File: src/rtl/mem_interface_wrapped_pkg.sv
`default_nettype none
// ============================================================================
// Module      : mem_interface_wrapped_pkg
// Description : Shared widths, token typedefs and helpers for the dataflow
//               dual-port memory node.
// Revision    : 1.0 - initial release
// ============================================================================
package mem_interface_wrapped_pkg;

    localparam int ADDR_LENGTH      = 5;
    localparam int MEM_ENTRY_LENGTH = 16;

    // Token buses: valid flag in the MSB, payload below it.
    typedef logic [ADDR_LENGTH:0]      addr_tok_t;
    typedef logic [MEM_ENTRY_LENGTH:0] data_tok_t;
    typedef logic [1:0]                wren_tok_t;

    // Two ready ports touching the same word collide unless both only read.
    function automatic logic addr_conflict(
        input logic                   req1,
        input logic                   req2,
        input logic [ADDR_LENGTH-1:0] a1,
        input logic [ADDR_LENGTH-1:0] a2,
        input logic                   we1,
        input logic                   we2
    );
        return req1 & req2 & (a1 == a2) & (we1 | we2);
    endfunction

endpackage
`default_nettype wire

File: src/rtl/mem_interface_wrapped_port_ctrl.sv
`default_nettype none
// ============================================================================
// Module      : mem_port_ctrl
// Description : One request port of the memory node: three operand slots
//               (addr, data, wren), their backpressure, the fire decision
//               and the result token register.
// Revision    : 1.0 - initial release
// ============================================================================
module mem_port_ctrl
    import mem_interface_wrapped_pkg::*;
#(
    parameter int AW = ADDR_LENGTH,
    parameter int DW = MEM_ENTRY_LENGTH
) (
    input  logic          clk,
    input  logic          rst_n,
    input  logic [AW:0]   i_addr,
    output logic          o_addr_stop,
    input  logic [DW:0]   i_data,
    output logic          o_data_stop,
    input  logic [1:0]    i_wren,
    output logic          o_wren_stop,
    input  logic          i_down_stop,
    input  logic          i_stall,
    input  logic [DW-1:0] i_rd_data,
    output logic          o_req,
    output logic          o_fire,
    output logic [AW-1:0] o_addr,
    output logic [DW-1:0] o_wr_data,
    output logic          o_we,
    output logic [DW:0]   o_result
);

    logic          r_addr_full;
    logic          r_data_full;
    logic          r_wren_full;
    logic [AW-1:0] r_addr;
    logic [DW-1:0] r_data;
    logic          r_we;
    logic [DW:0]   r_result;

    logic          w_addr_acc;
    logic          w_data_acc;
    logic          w_wren_acc;
    logic [DW-1:0] w_result;

    // The port is ready when every operand is present and the result slot
    // is free or being drained this cycle; a conflict stall can veto it.
    assign o_req  = r_addr_full & r_data_full & r_wren_full
                  & (~r_result[DW] | ~i_down_stop);
    assign o_fire = o_req & ~i_stall;

    // A full slot only refuses a token when it is not being emptied.
    assign o_addr_stop = r_addr_full & ~o_fire;
    assign o_data_stop = r_data_full & ~o_fire;
    assign o_wren_stop = r_wren_full & ~o_fire;

    assign w_addr_acc = i_addr[AW] & ~o_addr_stop;
    assign w_data_acc = i_data[DW] & ~o_data_stop;
    assign w_wren_acc = i_wren[1]  & ~o_wren_stop;

    // Writes echo the stored data; reads return the pre-edge memory word.
    assign w_result = r_we ? r_data : i_rd_data;

    assign o_addr    = r_addr;
    assign o_wr_data = r_data;
    assign o_we      = r_we;
    assign o_result  = r_result;

    // Operand slots: accept a new token, otherwise clear on fire.
    always_ff @(posedge clk or negedge rst_n) begin
        if (!rst_n) begin
            r_addr_full <= 1'b0;
            r_data_full <= 1'b0;
            r_wren_full <= 1'b0;
            r_addr      <= '0;
            r_data      <= '0;
            r_we        <= 1'b0;
        end else begin
            if (w_addr_acc) begin
                r_addr_full <= 1'b1;
                r_addr      <= i_addr[AW-1:0];
            end else if (o_fire) begin
                r_addr_full <= 1'b0;
            end
            if (w_data_acc) begin
                r_data_full <= 1'b1;
                r_data      <= i_data[DW-1:0];
            end else if (o_fire) begin
                r_data_full <= 1'b0;
            end
            if (w_wren_acc) begin
                r_wren_full <= 1'b1;
                r_we        <= i_wren[0];
            end else if (o_fire) begin
                r_wren_full <= 1'b0;
            end
        end
    end

    // Result token: load on fire, hold under backpressure, else drop valid.
    always_ff @(posedge clk or negedge rst_n) begin
        if (!rst_n) begin
            r_result <= '0;
        end else if (o_fire) begin
            r_result <= {1'b1, w_result};
        end else if (!i_down_stop) begin
            r_result[DW] <= 1'b0;
        end
    end

endmodule
`default_nettype wire

File: src/rtl/mem_interface_wrapped.sv
`default_nettype none
// ============================================================================
// Module      : mem_interface_wrapped
// Description : Dual-port token-based memory node. Holds the register array,
//               the same-address conflict stall (port 1 wins) and the write
//               path; each port's handshake lives in mem_port_ctrl.
// Revision    : 1.0 - initial release
// ============================================================================
module mem_interface_wrapped #(
    parameter int ADDR_LENGTH      = 5,
    parameter int MEM_ENTRY_LENGTH = 16
) (
    input  logic                      clk,
    input  logic                      rst_n,
    input  logic [ADDR_LENGTH:0]      addr1,
    output logic                      addr1_stop,
    input  logic [MEM_ENTRY_LENGTH:0] in_data1,
    output logic                      in_data1_stop,
    input  logic [1:0]                wren1,
    output logic                      wren1_stop,
    output logic [MEM_ENTRY_LENGTH:0] out_data1,
    input  logic                      down_stop1,
    input  logic [ADDR_LENGTH:0]      addr2,
    output logic                      addr2_stop,
    input  logic [MEM_ENTRY_LENGTH:0] in_data2,
    output logic                      in_data2_stop,
    input  logic [1:0]                wren2,
    output logic                      wren2_stop,
    output logic [MEM_ENTRY_LENGTH:0] out_data2,
    input  logic                      down_stop2
);
    import mem_interface_wrapped_pkg::*;

    localparam int c_DEPTH = 1 << ADDR_LENGTH;

    logic [MEM_ENTRY_LENGTH-1:0] r_mem [c_DEPTH];

    logic                        w_req1, w_req2;
    logic                        w_fire1, w_fire2;
    logic [ADDR_LENGTH-1:0]      w_addr1, w_addr2;
    logic [MEM_ENTRY_LENGTH-1:0] w_wdata1, w_wdata2;
    logic                        w_we1, w_we2;
    logic                        w_stall2;

    // Port 2 yields for one cycle when both ports touch the same word and
    // at least one of them writes.
    assign w_stall2 = addr_conflict(w_req1, w_req2, w_addr1, w_addr2, w_we1, w_we2);

    mem_port_ctrl #(
        .AW (ADDR_LENGTH),
        .DW (MEM_ENTRY_LENGTH)
    ) u_port1 (
        .clk         (clk),
        .rst_n       (rst_n),
        .i_addr      (addr1),
        .o_addr_stop (addr1_stop),
        .i_data      (in_data1),
        .o_data_stop (in_data1_stop),
        .i_wren      (wren1),
        .o_wren_stop (wren1_stop),
        .i_down_stop (down_stop1),
        .i_stall     (1'b0),
        .i_rd_data   (r_mem[w_addr1]),
        .o_req       (w_req1),
        .o_fire      (w_fire1),
        .o_addr      (w_addr1),
        .o_wr_data   (w_wdata1),
        .o_we        (w_we1),
        .o_result    (out_data1)
    );

    mem_port_ctrl #(
        .AW (ADDR_LENGTH),
        .DW (MEM_ENTRY_LENGTH)
    ) u_port2 (
        .clk         (clk),
        .rst_n       (rst_n),
        .i_addr      (addr2),
        .o_addr_stop (addr2_stop),
        .i_data      (in_data2),
        .o_data_stop (in_data2_stop),
        .i_wren      (wren2),
        .o_wren_stop (wren2_stop),
        .i_down_stop (down_stop2),
        .i_stall     (w_stall2),
        .i_rd_data   (r_mem[w_addr2]),
        .o_req       (w_req2),
        .o_fire      (w_fire2),
        .o_addr      (w_addr2),
        .o_wr_data   (w_wdata2),
        .o_we        (w_we2),
        .o_result    (out_data2)
    );

    // Memory array: cleared by reset, written by whichever ports fire a write.
    always_ff @(posedge clk or negedge rst_n) begin
        if (!rst_n) begin
            for (int i = 0; i < c_DEPTH; i++) begin
                r_mem[i] <= '0;
            end
        end else begin
            if (w_fire1 && w_we1) begin
                r_mem[w_addr1] <= w_wdata1;
            end
            if (w_fire2 && w_we2) begin
                r_mem[w_addr2] <= w_wdata2;
            end
        end
    end

endmodule
`default_nettype wire

File: config.mk
export PLATFORM = sky130hd
export DESIGN_NAME = mem_interface_wrapped
export DESIGN_NICKNAME = d
export VERILOG_FILES = /design/src/rtl/mem_interface_wrapped_pkg.sv /design/src/rtl/mem_interface_wrapped_port_ctrl.sv /design/src/rtl/mem_interface_wrapped.sv
export SDC_FILE = /design/constraint.sdc
export NUM_CORES = 1
export LEC_CHECK = 0
export CAP_MARGIN = 40
export CORE_MARGIN = 8
export CORE_UTILIZATION = 40
export DETAILED_ROUTE_END_ITERATION = 8
export PLACE_DENSITY_LB_ADDON = 0.25
export SYNTH_ARGS = -nofsm -noshare
export SYNTH_HDL_FRONTEND = slang
export SYNTH_SLANG_ARGS = --single-unit
File: constraint.sdc
create_clock -name clk -period 4.2 [get_ports clk]
set_clock_uncertainty 0.1 [all_clocks]
set_input_delay 0.84 -clock clk [delete_from_list [all_inputs] [get_ports clk]]
set_output_delay 0.84 -clock clk [all_outputs]
set_load 0.01 [all_outputs]
---- Word-level counts from Yosys, hierarchy flattened ----
Index checks and enable logic that the tools add are counted.
storage, ports and cells
  bits in registers ....................... 596
  output and inout port bits .............. 40
  logic and storage cells ................. 133
cells by class
  magnitude comparators ................... 4
  equal/unequal tests ..................... 3
  muxes and demuxes ....................... 28
  bitwise gates (word level) .............. 40
  reduce and logical (&&, ||, !) cells .... 10
operators with widths
  cell                number
  $bwmux 512          2
  $mux 512            2
  $bmux 16 s5         2
  $demux 16 s5        2
  $mux 16             8
  $and 1x1->1         22
  $not 1->1           13
  $ge 6x6->1 const B  2
  $lt 6x1->1 const B  2
  $mux 1              12
  $not 5->6           2
  $reduce_bool 2->1   6
  $eq 5x5->1          1
  $logic_and 1x1->1   4
  $ne 2x1->1 const B  2
  $or 1x1->1          3

---- Logic depth before layout (Yosys ltp) ----
  depth after elaboration ................. 13
  mapped depth ............................ 10

---- Hierarchy ----
A second synthesis with hierarchy kept.
unflattened totals
  cell total of the unflattened synthesis .. 4286
  area total of the unflattened synthesis .. 36388.6 sq um
modules (own cells, without submodules)
  module                 times used  cells an instance  area each (sq um)  sequential area each (sq um)
  mem_interface_wrapped  1           3996               32292.2            12812.3
  mem_port_ctrl          2           145                2048.2             1051.0

---- Worst setup path after synthesis ----
Ideal clock, no wire load.
  kind .................................... input-to-output
  start point ............................. in down_stop1
  end point ............................... out addr2_stop
  arrival ................................. 2.207 ns
  required time ........................... 3.260 ns
  path slack .............................. 1.053 ns
  cell stages on the path ................. 6
  path buffers ............................ 2
  path through ............................ nand2_1 o2111a_2 buf_4 a21o_1 buf_2 and2_1
on the way
  word-level cells in the longest chain between the ends .. 10
RTL lines
  item                       RTL line                               source
  start: declaration         mem_interface_wrapped.sv:22            input logic down_stop1,
  $not 1->1                  mem_interface_wrapped_port_ctrl.sv:50  & (~r_result[DW] | ~i_down_stop);
  $or 1x1->1                 mem_interface_wrapped_port_ctrl.sv:50
  $and 1x1->1                mem_interface_wrapped_port_ctrl.sv:50
  $and 1x1->1 (3 in series)  mem_interface_wrapped_pkg.sv:27        return req1 & req2 & (a1 == a2) & (we1 | we2);
  $not 1->1                  mem_interface_wrapped_port_ctrl.sv:51  assign o_fire = o_req & ~i_stall;
  $and 1x1->1                mem_interface_wrapped_port_ctrl.sv:51
  $not 1->1                  mem_interface_wrapped_port_ctrl.sv:54  assign o_addr_stop = r_addr_full & ~o_fire;
  $and 1x1->1                mem_interface_wrapped_port_ctrl.sv:54
  end: declaration           mem_interface_wrapped.sv:24            output logic addr2_stop,
No other way between the ends.

---- Worst setup path after layout ----
  start point ............................. reg u_port2.r_addr[0] (netlist: u_port2.o_addr[0])
  end point ............................... out addr2_stop
on the way
  word-level cells in the longest chain between the ends .. 7
RTL lines
  item                       RTL line                               source
  start: declaration         mem_interface_wrapped_port_ctrl.sv:37  logic [AW-1:0] r_addr;
  start signal: assignment   mem_interface_wrapped_port_ctrl.sv:82  r_addr <= i_addr[AW-1:0];
  $eq 5x5->1                 mem_interface_wrapped_pkg.sv:27
  $and 1x1->1 (2 in series)  mem_interface_wrapped_pkg.sv:27
  $not 1->1                  mem_interface_wrapped_port_ctrl.sv:51
  $and 1x1->1                mem_interface_wrapped_port_ctrl.sv:51
  $not 1->1                  mem_interface_wrapped_port_ctrl.sv:54
  $and 1x1->1                mem_interface_wrapped_port_ctrl.sv:54
No other way between the ends.

==> impl_metrics.tcl <==
set metrics [dict create \
    run_status "completed" \
    critPathKind "register to output port" \
    postRouteWirelength_mm 146.7 \
    ant_nets 0 \
    synth_async_sr_flop_share_pct 100.0 \
    yosys_register_bits 596 \
    timing.critical_path.from_type "register" \
    ys.flop_type "sky130_fd_sc_hd__dfrtp_1" \
    synth_xor_area_share_pct 0.1200 \
    holdWs_ns 0.1355 \
    fillerInstances 8209 \
    timing.final.hold_violations 0 \
    category_of_the_worst_setup_path_capture_point "output port" \
    synthDominantCellAreaShare_pct 40.86 \
    clk_pin_slew_worst_paths_ns 0.06 \
    post_route_drc 0 \
    cts_resized 0 \
    min_path_type "primary input to asynchronous set/reset pin" \
    ios 94 \
    yosys_warning_count 0 \
    cts.repair_timing.setup_buffer_count 0 \
    yosys.area_share.simple_pct 8.916 \
    layout-drive-gt1-share_pct 22.15 \
    cts-buffers-inserted 70 \
    numPortBuffers 93 \
    cts-hold-fix-buffers 0 \
    maxSlewHeadroom_pct 32.43 \
    syn_area_per_cell_um2 10.77 \
    grt_first_pass_wirelength_mm 211.5 \
    dr_wl_cell_um 31.74 \
    initial_util_pct 40.43 \
    tritoncts "done" \
    clk-insertion-delay-late_ns 0.63 \
    final-max-slew-violation-count 0 \
    fp.dieArea_um2 101200 \
    netlist_area_um2 36500 \
    yosys.cell_count.top_type "sky130_fd_sc_hd__dfrtp_1" \
    finalSetupViolations 0 \
    post_drt_via_cell_ratio 6.306 \
    antenna_found_initial 7 \
    cts_max_level 3 \
    syn-num-nets 3442 \
    post_synth_mux_area_share_pct 33.08 \
    rsz0062_at_grt "no" \
    synth-edff-count 0 \
    yosysUniqueCellTypes 66 \
    syn_to_final_growth_pct 14.95 \
    synth_adder_area_share_pct 0 \
    timing.critical_path.required_ns 3.26 \
    synth_top_area_cell "sky130_fd_sc_hd__dfrtp_1" \
    drv.max_cap_violation_count 0 \
    core_area_um2 90290 \
    final_critical_path_share_of_the_clock_period_pct 90.64 \
    drt_pre_antenna_iters 7 \
    setup.reg_to_reg.worst_slack_ns 0.68 \
    synthesized_area_fraction_occupied_by_ao_oa_aoi_and_oai_cells_pct 12.27 \
    cts_sinks 596 \
    ir_drop_worst_case_vdd_mv 0.4599 \
    power_per_cell_area_nw_per_um2 849.2 \
    finalNonFillerCells 4622 \
    die_width_um 318.1 \
    grt.total_usage_pct 28.09 \
    final_critical_path_setup_slack_ns 0.3932 \
    final_critical_path_time_including_i_o_delays_and_setup_ns 3.807 \
    timing_worst_slew_pin_value_ns 1.014 \
    cp_data_arrival_time_ns 2.87 \
    critical_path.max_fanout 24 \
    first_global_vias 27782 \
    fin_tns_setup_ns 0 \
    dp.final_hpwl_mm 102.9 \
    gpl.final_weighted_congestion 1.038 \
    vias 29147 \
    overflow 0 \
    ys_top_cells_by_count "sky130_fd_sc_hd__dfrtp_1, sky130_fd_sc_hd__mux2i_1, sky130_fd_sc_hd__nand2_1" \
    ctsRootBufferMaster "sky130_fd_sc_hd__clkbuf_16" \
    grt_start_max_net_pins 92 \
    design.final.nets 3444 \
    achievable-frequency_mhz 262.7 \
    floorplan.rows 110 \
    netlist_top_cells_area "sky130_fd_sc_hd__dfrtp_1, sky130_fd_sc_hd__mux2i_1, sky130_fd_sc_hd__mux4_2" \
    cts.path.max_buffers 3 \
    die_h_um 318.1 \
    detailed_router_s_first_iteration_violation_count 3869 \
    yosysSeqAreaShare_pct 40.86 \
    place.detailed.instances 4493 \
    dominant_combinational_cell_family_by_area_after_synthesis "multiplexers" \
    post_layout_total_power_mw 35.63 \
    syn_inst 3388 \
    p_leak_nw 15.95 \
    pre_cts_slack_ns 0.4637 \
]
## worst paths after layout
| check | start | end | depth (start not counted) |
|---|---|---|---|
| setup / recovery | u_port2.o_addr[0] | addr2_stop | 5 |
| hold / removal | rst_n | u_port1.o_wr_data[5] | 1 |
| setup reg to reg | u_port2.o_addr[0] | u_port2.o_result[6] | 7 |
| hold reg to reg | u_port2.o_result[12] | u_port2.o_result[12] | 2 |
| max in group asynchronous | rst_n | r_mem[93] | 2 |
| min in group clk | u_port2.o_result[12] | u_port2.o_result[12] | 2 |
## per-layer routing
metal,share of wire [%],vias up,GRT usage (%),routed length [µm]
li1,-,12397,-,-
met2,43,1604,41.99,63740
met1,41,14793,38.16,60140
met4,6.0,8,13.73,8771
met3,9.5,345,6.687,13900
met5,0.10,-,0,151
## worst max-delay path: stages, from the launching register on
cell and delay [ns]:
sky130_fd_sc_hd__dfrtp_4 0.83, sky130_fd_sc_hd__xnor2_1 0.20, sky130_fd_sc_hd__and4_2 0.30, sky130_fd_sc_hd__a21o_1 0.20, sky130_fd_sc_hd__and2_1 0.16, sky130_fd_sc_hd__clkdlybuf4s50_1 0.54
## kinds of logic after synthesis
group           Yosys count
mux                     939
compound gates          729
simple gates            725
flops                   596
buf+inv                 394
xor+xnor                  5
## power breakdown
group,switching (mW),internal (mW)
Clock,2.59,3.70
Combinational,10.8,7.35
Sequential,2.99,8.20
Total,16.4,19.2
## state kept, by name (all words and copies together) (netlist names), 5 cells and up
register,flops
u_port2.o_result,17
u_port1.o_wr_data,16
u_port1.o_addr,5
u_port1.o_result,17
u_port2.o_addr,5
r_mem,512
u_port2.o_wr_data,16
## layout by cell type, fill, tap and decap left out, types with 6 or more instances in the layout
cell / Yosys / layout
sky130_fd_sc_hd__clkdlybuf4s50_1: 0 / 92
sky130_fd_sc_hd__o21a_1: 9 / 9
sky130_fd_sc_hd__a31oi_1: 9 / 9
sky130_fd_sc_hd__nand3b_1: 18 / 18
sky130_fd_sc_hd__buf_16: 0 / 7
sky130_fd_sc_hd__o21ai_0: 370 / 370
sky130_fd_sc_hd__mux2i_1: 595 / 595
sky130_fd_sc_hd__mux2_2: 137 / 137
sky130_fd_sc_hd__clkbuf_1: 213 / 15
sky130_fd_sc_hd__nor2b_1: 27 / 27
sky130_fd_sc_hd__nand2b_1: 11 / 11
sky130_fd_sc_hd__and3_1: 6 / 6
sky130_fd_sc_hd__o21ai_1: 56 / 56
sky130_fd_sc_hd__clkbuf_16: 0 / 73
sky130_fd_sc_hd__inv_1: 14 / 14
sky130_fd_sc_hd__a2111oi_4: 8 / 24
sky130_fd_sc_hd__nand4_2: 6 / 6
sky130_fd_sc_hd__and2_1: 8 / 8
sky130_fd_sc_hd__clkinv_2: 0 / 14
sky130_fd_sc_hd__nand4_1: 7 / 7
sky130_fd_sc_hd__mux4_2: 196 / 196
sky130_fd_sc_hd__a21oi_1: 106 / 106
sky130_fd_sc_hd__buf_4: 18 / 181
sky130_fd_sc_hd__nor2_1: 112 / 111
sky130_fd_sc_hd__a211oi_1: 12 / 12
sky130_fd_sc_hd__nor2_2: 28 / 29
sky130_fd_sc_hd__a22oi_1: 38 / 38
sky130_fd_sc_hd__o22ai_1: 31 / 31
sky130_fd_sc_hd__clkbuf_8: 0 / 15
sky130_fd_sc_hd__a221oi_1: 14 / 14
sky130_fd_sc_hd__a22o_1: 28 / 28
sky130_fd_sc_hd__nand3_1: 20 / 20
sky130_fd_sc_hd__nor3_1: 9 / 7
sky130_fd_sc_hd__nand2_1: 445 / 445
sky130_fd_sc_hd__dfrtp_1: 596 / 591
sky130_fd_sc_hd__o2111ai_1: 11 / 6
sky130_fd_sc_hd__buf_12: 0 / 27
sky130_fd_sc_hd__mux2_4: 10 / 10
## through the flow
| stage | cell area [µm²] | utilization [%] |
|---|---|---|
| after floorplan | 36500 | - |
| after global placement | 39380 | 43.62 |
| after detailed placement | 39610 | 43.87 |
| after CTS | 41940 | 46.46 |
| after global routing | 41950 | 46.47 |
| final | 41960 | 46.47 |
## cell type report
type                       count  area, µm²  area share (%)
multi-input combinational   2398      20110           47.94
sequential                   596      14930           35.59
timing repair buffer         310       3054           7.279
clock buffer                 103       2090           4.980
tap                         1176       1471           3.507
clock inverter                24      241.5          0.5756
inverter                      14      52.55          0.1252
antenna                        1      2.502        0.005964
No activity file was read; power rests on OpenSTA's default activity.
